File: config.mk
export PLATFORM = sky130hd
export DESIGN_NAME = pc_fetch_unit
export DESIGN_NICKNAME = d
export VERILOG_FILES = /design/src/rtl/pc_fetch_unit_pkg.sv /design/src/rtl/pc_fetch_unit_npc_target.sv /design/src/rtl/pc_fetch_unit.sv
export SDC_FILE = /design/constraint.sdc
export NUM_CORES = 1
export LEC_CHECK = 0
export ABC_AREA = 1
export CAP_MARGIN = 10
export CORE_MARGIN = 4
export CORE_UTILIZATION = 54
export DETAILED_ROUTE_END_ITERATION = 8
export PLACE_DENSITY = 0.95
export RECOVER_POWER = 50
export SLEW_MARGIN = 20
export SYNTH_ARGS = -nofsm -noshare
export SYNTH_HDL_FRONTEND = slang
export SYNTH_SLANG_ARGS = --single-unit
File: constraint.sdc
create_clock -name clk -period 8.1 [get_ports clk]
set_input_delay 1.62 -clock clk [delete_from_list [all_inputs] [get_ports clk]]
set_output_delay 1.62 -clock clk [all_outputs]
set_load 0.01 [all_outputs]
File: src/rtl/pc_fetch_unit_pkg.sv
// ---------------------------------------------------------------------------
// pc_pkg : shared encodings for the fetch-stage PC logic.
//   pcsel_e : D-stage next-PC selector (normal, conditional branches,
//             jump, jump-register).
//   CMP_*   : two-bit compare result codes produced by the D-stage
//             comparators (rs vs rt, rs vs zero).
// ---------------------------------------------------------------------------
package pc_pkg;

    typedef enum logic [3:0] {
        PCSEL_NORMAL = 4'd0,
        PCSEL_BEQ    = 4'd1,
        PCSEL_BNE    = 4'd2,
        PCSEL_BGEZ   = 4'd3,
        PCSEL_BGTZ   = 4'd4,
        PCSEL_BLEZ   = 4'd5,
        PCSEL_BLTZ   = 4'd6,
        PCSEL_JUMP   = 4'd7,
        PCSEL_JREG   = 4'd8
    } pcsel_e;

    localparam logic [1:0] CMP_EQUAL = 2'b00;
    localparam logic [1:0] CMP_BIG   = 2'b01;
    localparam logic [1:0] CMP_LESS  = 2'b10;

endpackage

File: src/rtl/pc_fetch_unit_npc_target.sv
// ---------------------------------------------------------------------------
// npc_target : combinational redirect evaluation for the D-stage instruction.
//   i_enable    : D holds a real instruction and the pipe is not stalled
//   i_pcsel     : next-PC selector (pc_pkg::pcsel_e encoding)
//   i_d_pc      : PC of the D instruction
//   i_cmp_reg   : rs vs rt compare code
//   i_cmp_zero  : rs vs 0 compare code
//   i_imm       : branch offset (words, signed)
//   i_index     : jump index
//   i_rs_value  : forwarded rs for jump-register
//   o_taken     : redirect is taken this cycle
//   o_target    : redirect address (meaningful only when o_taken)
// ---------------------------------------------------------------------------
module npc_target
    import pc_pkg::*;
#(
    parameter int ADDR_W = 32
) (
    input  logic              i_enable,
    input  logic [3:0]        i_pcsel,
    input  logic [ADDR_W-1:0] i_d_pc,
    input  logic [1:0]        i_cmp_reg,
    input  logic [1:0]        i_cmp_zero,
    input  logic [15:0]       i_imm,
    input  logic [25:0]       i_index,
    input  logic [ADDR_W-1:0] i_rs_value,
    output logic              o_taken,
    output logic [ADDR_W-1:0] o_target
);

    localparam logic [ADDR_W-1:0] FOUR = ADDR_W'(4);

    logic [ADDR_W-1:0] w_pc_plus4;
    logic [ADDR_W-1:0] w_br_off;
    logic [ADDR_W-1:0] w_br_target;
    logic [ADDR_W-1:0] w_j_target;
    logic              w_cond;

    assign w_pc_plus4  = i_d_pc + FOUR;
    assign w_br_off    = {{(ADDR_W-18){i_imm[15]}}, i_imm, 2'b00};
    assign w_br_target = w_pc_plus4 + w_br_off;
    // Jump keeps the upper region bits of the delay-slot address.
    assign w_j_target  = {w_pc_plus4[ADDR_W-1:28], i_index, 2'b00};

    always_comb begin
        w_cond   = 1'b0;
        o_target = w_br_target;
        case (i_pcsel)
            PCSEL_BEQ:  w_cond = (i_cmp_reg == CMP_EQUAL);
            PCSEL_BNE:  w_cond = (i_cmp_reg != CMP_EQUAL);
            PCSEL_BGEZ: w_cond = (i_cmp_zero != CMP_LESS);
            PCSEL_BGTZ: w_cond = (i_cmp_zero == CMP_BIG);
            PCSEL_BLEZ: w_cond = (i_cmp_zero != CMP_BIG);
            PCSEL_BLTZ: w_cond = (i_cmp_zero == CMP_LESS);
            PCSEL_JUMP: begin
                w_cond   = 1'b1;
                o_target = w_j_target;
            end
            PCSEL_JREG: begin
                w_cond   = 1'b1;
                o_target = i_rs_value;
            end
            default:    w_cond = 1'b0;
        endcase
    end

    assign o_taken = i_enable & w_cond;

endmodule

File: src/rtl/pc_fetch_unit.sv
// ---------------------------------------------------------------------------
// pc_fetch_unit : fetch-stage program counter.
//   clk, reset     : rising-edge clock, synchronous active-low reset
//   F_stall        : hazard freeze of F/D
//   F_ready        : instruction memory returns data for F_PC
//   F_req          : fetch request for F_PC (high whenever out of reset)
//   F_PC           : current fetch address
//   F_valid        : instruction at F_PC completes and may enter D
//   F_AdEL         : F_PC misaligned or outside the legal fetch window
//   D_*            : D-stage branch/jump resolution inputs
//   exc_req/eret_req/EPC : CP0 redirections
//   dbg_pend_v/dbg_pend_pc : pending-redirect buffer state
//
// Handshake: a fetch completes on any cycle with F_req & F_ready; it is
// consumed only when F_stall is low, otherwise memory re-presents the data.
// ---------------------------------------------------------------------------
module pc_fetch_unit
    import pc_pkg::*;
#(
    parameter int              ADDR_W   = 32,
    parameter logic [ADDR_W-1:0] RESET_PC = 32'h0000_3000,
    parameter logic [ADDR_W-1:0] EXC_PC   = 32'h0000_4180,
    parameter logic [ADDR_W-1:0] IMEM_LO  = 32'h0000_3000,
    parameter logic [ADDR_W-1:0] IMEM_HI  = 32'h0000_6FFC
) (
    input  logic              clk,
    input  logic              reset,
    input  logic              F_stall,
    input  logic              F_ready,
    output logic              F_req,
    output logic [ADDR_W-1:0] F_PC,
    output logic              F_valid,
    output logic              F_AdEL,
    input  logic              D_valid,
    input  logic [3:0]        D_PCsel,
    input  logic [ADDR_W-1:0] D_PC,
    input  logic [1:0]        D_cmpReg,
    input  logic [1:0]        D_cmpZero,
    input  logic [15:0]       D_imm,
    input  logic [25:0]       D_index,
    input  logic [ADDR_W-1:0] D_rsValue,
    input  logic              exc_req,
    input  logic              eret_req,
    input  logic [ADDR_W-1:0] EPC,
    output logic              dbg_pend_v,
    output logic [ADDR_W-1:0] dbg_pend_pc
);

    localparam logic [ADDR_W-1:0] FOUR = ADDR_W'(4);

    logic [ADDR_W-1:0] r_pc;
    logic              r_pend_v;
    logic [ADDR_W-1:0] r_pend_pc;

    logic              w_done;
    logic              w_adv;
    logic              w_taken;
    logic [ADDR_W-1:0] w_target;
    logic [ADDR_W-1:0] w_next_pc;

    npc_target #(.ADDR_W(ADDR_W)) u_npc (
        .i_enable   (D_valid & ~F_stall),
        .i_pcsel    (D_PCsel),
        .i_d_pc     (D_PC),
        .i_cmp_reg  (D_cmpReg),
        .i_cmp_zero (D_cmpZero),
        .i_imm      (D_imm),
        .i_index    (D_index),
        .i_rs_value (D_rsValue),
        .o_taken    (w_taken),
        .o_target   (w_target)
    );

    assign F_req  = reset;
    assign w_done = F_req & F_ready;
    assign w_adv  = w_done & ~F_stall;

    always_comb begin
        w_next_pc = r_pc;
        if (exc_req)                w_next_pc = EXC_PC;
        else if (eret_req)          w_next_pc = EPC;
        else if (w_adv & r_pend_v)  w_next_pc = r_pend_pc;
        else if (w_adv & w_taken)   w_next_pc = w_target;
        else if (w_adv)             w_next_pc = r_pc + FOUR;
    end

    always_ff @(posedge clk) begin
        if (!reset) begin
            r_pc      <= RESET_PC;
            r_pend_v  <= 1'b0;
            r_pend_pc <= '0;
        end else begin
            r_pc <= w_next_pc;
            if (exc_req | eret_req) begin
                r_pend_v <= 1'b0;
            end else if (w_adv) begin
                r_pend_v <= 1'b0;
            end else if (w_taken) begin
                // Delay slot still outstanding: remember where to go after it.
                r_pend_v  <= 1'b1;
                r_pend_pc <= w_target;
            end
        end
    end

    assign F_PC        = r_pc;
    assign F_valid     = w_adv & ~exc_req & ~eret_req;
    assign F_AdEL      = (r_pc[1:0] != 2'b00) | (r_pc < IMEM_LO) | (r_pc > IMEM_HI);
    assign dbg_pend_v  = r_pend_v;
    assign dbg_pend_pc = r_pend_pc;

endmodule

Word-level counts from Yosys, hierarchy flattened
Cells that the tools add are included.

storage, ports and cells
  flip-flop bits (word level) = 65
  bits in latches = 0
  memory bits (writable) = 0
  memory bits (read-only) = 0
  output and inout bits = 68
  word-level logic and storage cells = 54
  memories = 0

cells by class
  add/subtract/negate cells = 3
  multiply operators = 0
  div/mod/pow operators = 0
  $lt $le $gt $ge = 2
  equal/unequal tests = 12
  shift operators = 0
  multiplexer cells = 7
  bitwise logic cells = 17
  reduce and logical (&&, ||, !) cells = 9

operator list
  kind                                                                               count
  32-bit two-way mux                                                                 4
  32-bit by 3-bit adder with 32-bit output, second input constant                    2
  32-bit case mux with 2 select lines                                                1
  32-bit adder                                                                       1
  32-bit by 15-bit greater-than comparator with 1-bit output, second input constant  1
  32-bit by 14-bit less-than comparator with 1-bit output, second input constant     1
  4-bit by 3-bit == test with 1-bit output, second input constant                    4
  15-bit two-way mux                                                                 1
  1-bit bitwise AND                                                                  8
  4-bit by 2-bit == test with 1-bit output, second input constant                    2
  1-bit case mux with 7 select lines                                                 1
  1-bit NOT                                                                          6
  5-bit nonzero test                                                                 1
  4-bit by 1-bit == test with 1-bit output, second input constant                    1
  4-bit == test, second input constant                                               1
  2-bit nonzero test                                                                 2
  4-bit nonzero test                                                                 1
  2-bit OR reduction                                                                 2
  1-bit OR                                                                           3
  3-bit AND reduction                                                                1
  3-bit OR reduction                                                                 1
  2-bit by 1-bit == test with 1-bit output, second input constant                    1
  2-bit == test, second input constant                                               1
  2-bit zero test                                                                    1
  2 further kinds                                                                    2

Depth between registers and ports, before layout
Gate-level depths: netlist (run 1).

  depth in word-level cells = 9
  depth in mapped cells = 26

Hierarchy
Synthesis (run 1) repeated with hierarchy kept, for this count alone.

unflattened totals
  cell total of the unflattened synthesis = 1420
  area, all modules = 7701.1 um^2

by module, submodules not included
  module         instances  cells each  area each (um^2)  seq. area each (um^2)
  pc_fetch_unit  1          712         4166.5            1301.2
  npc_target     1          708         3534.6            0.0

Worst setup path before layout (run 1)
No wires, ideal clock.

  path kind = input-to-reg
  start = input port D_PC[2]
  end = register r_pc[27], in the netlist F_PC[27]
  arrival time = 4138 ps
  path slack = 3889 ps
  cell stages on the path = 23
  cell sequence = ha_1 -> nand2_1 -> nor2_1 -> nand4_1 -> inv_2 -> nand3_1 -> or2_1 -> nor2_1 -> xnor2_1 -> inv_1 -> ha_1 -> a21oi_1 -> nand2_1 -> o21bai_1 -> nor2_1 -> nand2_1 -> nand2_1 -> nand3_1 -> nand3_1 -> nand2_1 -> nand2_1 -> nand2_1 -> a21oi_1

between the ends
  word-level cells in the longest chain between the ends = 6

ends and longest elaborated chain
  what                                      RTL line                        text
  start: declaration                        pc_fetch_unit.sv:36             input logic [ADDR_W-1:0] D_PC,
  32-bit by 3-bit adder with 32-bit output  pc_fetch_unit_npc_target.sv:39  assign w_pc_plus4 = i_d_pc + FOUR;
  32-bit adder                              pc_fetch_unit_npc_target.sv:41  assign w_br_target = w_pc_plus4 + w_br_off;
  32-bit case mux with 2 select lines       pc_fetch_unit_npc_target.sv:48  case (i_pcsel)
  32-bit two-way mux                        pc_fetch_unit.sv:83             else if (w_adv & w_taken) w_next_pc = w_target;
  32-bit two-way mux                        pc_fetch_unit.sv:82             else if (w_adv & r_pend_v) w_next_pc = r_pend_pc;
  32-bit two-way mux                        pc_fetch_unit.sv:81             else if (eret_req) w_next_pc = EPC;
  end signal: assignment                    pc_fetch_unit.sv:93             r_pc <= w_next_pc;
  end: declaration                          pc_fetch_unit.sv:51             logic [ADDR_W-1:0] r_pc;

No other way between the ends.
A chain may end at the register's enable or synchronous reset.

Final worst setup path (run 1)
  start = input port reset
  end = output port F_valid

between the ends
  word-level cells in the longest chain between the ends = 4

ends and longest elaborated chain
  what                             RTL line              text
  start: declaration               pc_fetch_unit.sv:27   input logic reset,
  1-bit bitwise AND                pc_fetch_unit.sv:75   assign w_done = F_req & F_ready;
  1-bit bitwise AND                pc_fetch_unit.sv:76   assign w_adv = w_done & ~F_stall;
  1-bit bitwise AND (2 in series)  pc_fetch_unit.sv:107  assign F_valid = w_adv & ~exc_req & ~eret_req;
  end: declaration                 pc_fetch_unit.sv:32   output logic F_valid,

No other way between the ends.

==> results of run 1 <==
[flip-flops by register name, summed over array words and instances, names as in the netlist, named ones only]
signal       count
F_PC            30
dbg_pend_v       1
dbg_pend_pc     32
[critical path: cells and delay by family]
family,cells,cell delay [ps]
AND/OR/NAND/NOR,2,470
buffers and inverters,3,1430
[cell families after synthesis]
| logic type | share of synthesized area [%] |
|---|---|
| simple gates | 42.1 |
| compound gates | 18.8 |
| buf+inv | 11.8 |
| flops | 16.8 |
| xor+xnor | 4.63 |
| fa+ha+maj | 5.91 |
[Yosys cell counts (2+ instances only)]
cell	number
a21oi_2	5
nor3_1	24
nor3_2	3
o21ai_1	18
clkinv_1	2
ha_1	35
o211ai_1	19
nor4_1	4
nand2_4	3
nor2_1	116
or2_2	10
buf_4	5
clkbuf_1	16
nand3_2	7
nand4_1	19
buf_1	2
xor2_1	26
nor2_8	2
nand3b_1	4
o21bai_1	9
nand2_2	12
clkbuf_2	2
inv_2	12
dfxtp_1	65
inv_4	2
o21a_1	5
a211oi_1	2
buf_6	6
a22o_1	15
and3_1	2
a21oi_1	108
nand3_1	111
a31oi_1	12
buf_2	11
nor2_2	9
o22ai_1	2
o21ai_0	54
nand2_1	370
xnor2_1	15
inv_1	161
nor2_4	8
and2_1	6
[cell type report]
class | instances | area share, %
Inverter | 178 | 6.57
Sequential cell | 65 | 12.7
Tap cell | 180 | 2.19
Multi-Input combinational cell | 1046 | 54.0
Clock buffer | 11 | 2.36
Clock inverter | 5 | 0.390
Timing Repair Buffer | 225 | 21.8
[per-stage QoR]
stage	hold WS, ps	cell area (sq um)	utilization [%]	power, W	cells
5_1_grt	504	10300	73.4	0.00122	1710
2_1_floorplan	488	7750	-	0.000594	1331
4_1_cts	472	10300	73.4	0.00115	1710
6_report	471	10300	73.4	0.00117	1710
3_3_place_gp	463	9980	71.4	0.000777	1694
3_5_place_dp	462	9980	71.4	0.000784	1694
[final timing paths]
kind	from	to	slack (ps)	cells after the start
worst max-delay path	reset	F_valid	2960	5
worst min-delay path	dbg_pend_pc[12]	dbg_pend_pc[12]	470	2
worst max register to register	dbg_pend_v	F_PC[23]	5470	12
worst min register to register	dbg_pend_pc[12]	dbg_pend_pc[12]	470	2
[per-layer routing]
metal	GRT usage, %	part of all wire, %	vias up
li1	-	-	4767
met4	12.5	3.4	0
met3	7.17	12	81
met5	0	0	-
met1	50.3	41	4416
met2	60.0	44	636
[power breakdown]
| part | internal (W) | switching, W | total (W) |
|---|---|---|---|
| Combinational | 0.000183 | 0.000254 | 0.000437 |
| Clock | 0.000217 | 0.000162 | 0.000379 |
| Sequential | 0.000331 | 0.0000191 | 0.000350 |
| Total | 0.000731 | 0.000435 | 0.00117 |
==> impl_metrics.toml, run 1 <==
[outcome]
status = "finished clean"

[floorplan]
die_w_microns = 128
coreArea_sq_um = 14000
die_h_microns = 128
start_util_pct = 55.4
core.rowCount = 43
ios = 221
fp.dieArea_sq_um = 16300

[timing]
finalHoldViolations = 0
tightest_slew_ps = 919
rsz0062_at_grt = "no"
finalSetupViolCount = 0
final_max_slew_viol_count = 0
maxClockFrequency_mhz = 194
finalCritPeriodShare_pct = 63.5
min_period_ps = 5140
skew_ps = 10.2
fin_ws_ps = 2960
tns_ps = 0
maxSlewHeadroom_pct = 38.6

[grt]
grt_util_all_layers_pct = 37.3
grt_pass1_wl_microns = 49000
grt_start_max_net_pins = 44
antenna_found_initial = 0
grt_pass1_vias = 9378
grt-ovfl-total = 0

[clock_tree]
clock_latency_ps = 350
ctsHtreeMaxLevel = 3
cts_setup_buffers = 0
ctsHoldBuffers = 0
cts_tree = "built"
cts-resized-gates = 0
clock-sinks = 65
clk_pin_slew_ps = 60
cts_made_buffers = 9
root_buffer = "clkbuf_16"
cts_buffer_depth = 2

[job]
drv_cap = 0

[detailed_routing]
vias = 9900
firstDrtPassIters = 6
avgRoutedWirePerCell_microns = 18.3
final_antenna_net_count = 0
vias_per_cell = 5.79
post-route-drc-count = 0
wirelength_microns = 31300
drt-initial-drc-count = 1243

[placement]
gp_congestion = 1.05
io_buffer_count = 220
place_ws_ps = 2770
dp_hpwl_microns = 24800

[finish]
layout-drive-gt1-share_pct = 6.47
area.sequential_sq_um = 1300
final_common_cell = "nand2_1"
nets = 1714
area_growth_pct = 32.4
fill_cells = 1205
layout_common_cells = "370 x nand2_1, 161 x inv_1, 154 x clkdlybuf4s50_1"
antennaDiodeCount = 0
multi_input_area_sq_um = 5540

[yosys]
syn_avg_cell_area_sq_um = 5.83
yosysSeqAreaShare_pct = 16.8
synth_edf_count = 0
netlist_instances = 1331
ys_ff_latch = 65
synth-async-reset-ratio_pct = 0
ys_warn_count = 0
yosysTopAreaCell = "nand2_1"
synthTopCellsByArea = "nand2_1 18%, dfxtp_1 17%, inv_1 7.8%"
synth_top_area_share_pct = 17.9
netlist_area_sq_um = 7750
synth_ff_type = "dfxtp_1"
synth_cell_types = 54
synth_fp_nets = 1520

[critical_path]
cp_slowest_cell = "clkdlybuf4s50_1"
worstPathRequired_ps = 6480
crit_chain = "clkdlybuf4s50_1 -> buf_4 -> nand3_2 -> nor3_1 -> clkdlybuf4s50_1"
cp_common_cell = "clkdlybuf4s50_1"
crit_fanout = 38
cp-start-kind = "input pin"
end_kind = "primary output"
cp.arrival_ps = 3520
critPathKind = "input pin to primary output"
cpPeakStageDelay_ps = 610

[worst_hold_path]
min_path_type = "register to register"

[power_and_ir_drop]
p_per_area_nw_per_um2 = 114
p_leak_nw = 4.67
vdd_drop_max_mv = 0.109
Note: power is estimated with default switching activity, not from simulation.
==> inputs of run 2 (changes only) <==
- CORE_UTILIZATION: 54 -> 50
- PLACE_DENSITY: 0.95 -> 0.89
- clock period: 8.1 -> 4.8 ns (I/O delays scaled with it)
==> run 2 against run 1 <==
Net effect:
- die area is 7.5% higher
- critical path depth is 18 higher
- register-to-register slack worse by 2900 ps
- first-iteration DRC count is 6.4% lower
- core utilization is 5.5 points lower
- worst hold slack better by 2.4 ps
- flip-flop and latch count stayed put
- sequential share of layout area is 0.069 points lower
- total power is 68% higher
- clock skew is 1.1 ps higher
- clock power is 63% higher
- combinational power is 71% higher
==> impl_metrics.toml, run 2 (same netlist as run 1, synthesis figures left out) <==
[floorplan]
fp.dieArea_sq_um = 17600
die_h_microns = 133
ios = 221
coreArea_sq_um = 15200
core.rowCount = 45
start_util_pct = 51.0
die_w_microns = 133

[finish]
antennaDiodeCount = 0
largest_reg_flops = 32
layout-drive-gt1-share_pct = 7.02
area_growth_pct = 33.1
nets = 1724
layout_common_cells = "370 x nand2_1, 161 x inv_1, 155 x clkdlybuf4s50_1"
finalNonFillerCells = 1727
final_common_cell = "nand2_1"

[placement]
gp_congestion = 0.989
io_buffer_count = 220
dp_cells = 1712
dp_hpwl_microns = 26100

[critical_path]
ff2ff_setup_slack_ps = 2580
crit_fanout = 5
reg2reg_from = "F_PC[2]"
cp-start-kind = "input pin"
end_kind = "register"
cp.arrival_ps = 4480
worstPathRequired_ps = 5010
r2r_cells = 12
critPathKind = "input pin to register"
rr_endpoint = "F_PC[20]"

[timing]
finalCritPeriodShare_pct = 88.9
maxClockFrequency_mhz = 234
rsz0062_at_grt = "no"
min_period_ps = 4270
maxSlewHeadroom_pct = 2.32
skew_ps = 11.4
tightest_slew_ps = 1460
final_max_slew_viol_count = 0
finalHoldViolations = 0
finalSetupViolCount = 0
tns_ps = 0

[grt]
grt-ovfl-total = 0
grt_pass1_wl_microns = 49600
grt_start_max_net_pins = 43
grt_pass1_vias = 9306
grt_util_all_layers_pct = 35.1
antenna_found_initial = 0

[clock_tree]
ctsHoldBuffers = 0
cts_buffer_depth = 2
ctsHtreeMaxLevel = 3
cts_tree = "built"
clk_pin_slew_ps = 60
cts_setup_buffers = 0
clock-sinks = 65
cts-resized-gates = 0
clock_latency_ps = 350
cts_made_buffers = 9
root_buffer = "clkbuf_16"

[detailed_routing]
avgRoutedWirePerCell_microns = 18.6
drt-initial-drc-count = 1164
vias_per_cell = 5.76
post-route-drc-count = 0
firstDrtPassIters = 8
vias = 9953
wirelength_microns = 32100
final_antenna_net_count = 0

[outcome]
status = "finished clean"

[power_and_ir_drop]
p_leak_nw = 4.71
vdd_drop_max_mv = 0.174
p_per_area_nw_per_um2 = 189

[worst_hold_path]
hold_depth = 2
min_to = "dbg_pend_pc[9]"
min_path_type = "register to register"
hp-start = "dbg_pend_pc[9]"

[job]
drv_cap = 0
run 2: metal layers:
metal | part of all wire, % | up-vias | global-route usage [%]
li1 | - | 4784 | -
met1 | 43 | 4529 | 47.7
met2 | 44 | 577 | 55.6
met3 | 10 | 63 | 7.49
met4 | 2.8 | 0 | 11.3
met5 | 0 | - | 0
run 2: critical path, cell delays in order:
cell             delay [ps]
clkdlybuf4s50_1         500
ha_1                    250
nand2_1                 120
nor2_1                  180
nand4_1                 200
inv_2                   120
nand3_1                 100
or2_1                   250
xor2_1                  170
ha_1                    320
nand2_1                 120
inv_1                   100
nand2_1                  80
nor3_1                  260
nand3_1                 150
nand3_1                 120
nand2_1                  50
nand3_1                 110
nand3_1                  90
nand2_1                  80
nand2_1                  50
nand2_1                  60
a21oi_1                  60
run 2: metrics by stage:
stage | cell area [sq um] | utilization, % | total power (W) | hold WS [ps] | setup slack [ps]
2_1_floorplan | 7750 | - | 0.00100 | 488 | 1250
3_3_place_gp | 10100 | 66.2 | 0.00133 | 457 | 332
3_5_place_dp | 10100 | 66.2 | 0.00134 | 464 | 258
4_1_cts | 10300 | 68.0 | 0.00195 | 476 | 611
5_1_grt | 10300 | 67.9 | 0.00204 | 492 | 192
6_report | 10300 | 67.9 | 0.00195 | 473 | 533
run 2: area by class of cell:
class / instances / area [sq um]
Timing Repair Buffer: 235 / 2310
Multi-Input combinational cell: 1046 / 5520
Tap cell: 188 / 235
Clock buffer: 9 / 225
Clock inverter: 6 / 45.0
Fill cell: 1379 / 4880
Sequential cell: 65 / 1300
Inverter: 178 / 674
run 2: how the worst max path moves through the flow:
| stage | start | to | cells past startpoint |
|---|---|---|---|
| floorplan | D_PC[2] | F_PC[27] | 23 |
| global placement | D_PC[3] | F_PC[25] | 23 |
| detailed placement | D_PC[3] | F_PC[29] | 25 |
| CTS | D_PC[3] | F_PC[29] | 25 |
| global route | D_PC[2] | F_PC[29] | 25 |
| finish | D_PC[3] | F_PC[25] | 23 |
run 2: where the power goes:
part	leakage (nW)	switching, W	internal [W]	total, W
Combinational	4.06	0.000434	0.000313	0.000747
Sequential	0.529	0.0000314	0.000558	0.000590
Clock	0.124	0.000268	0.000348	0.000616
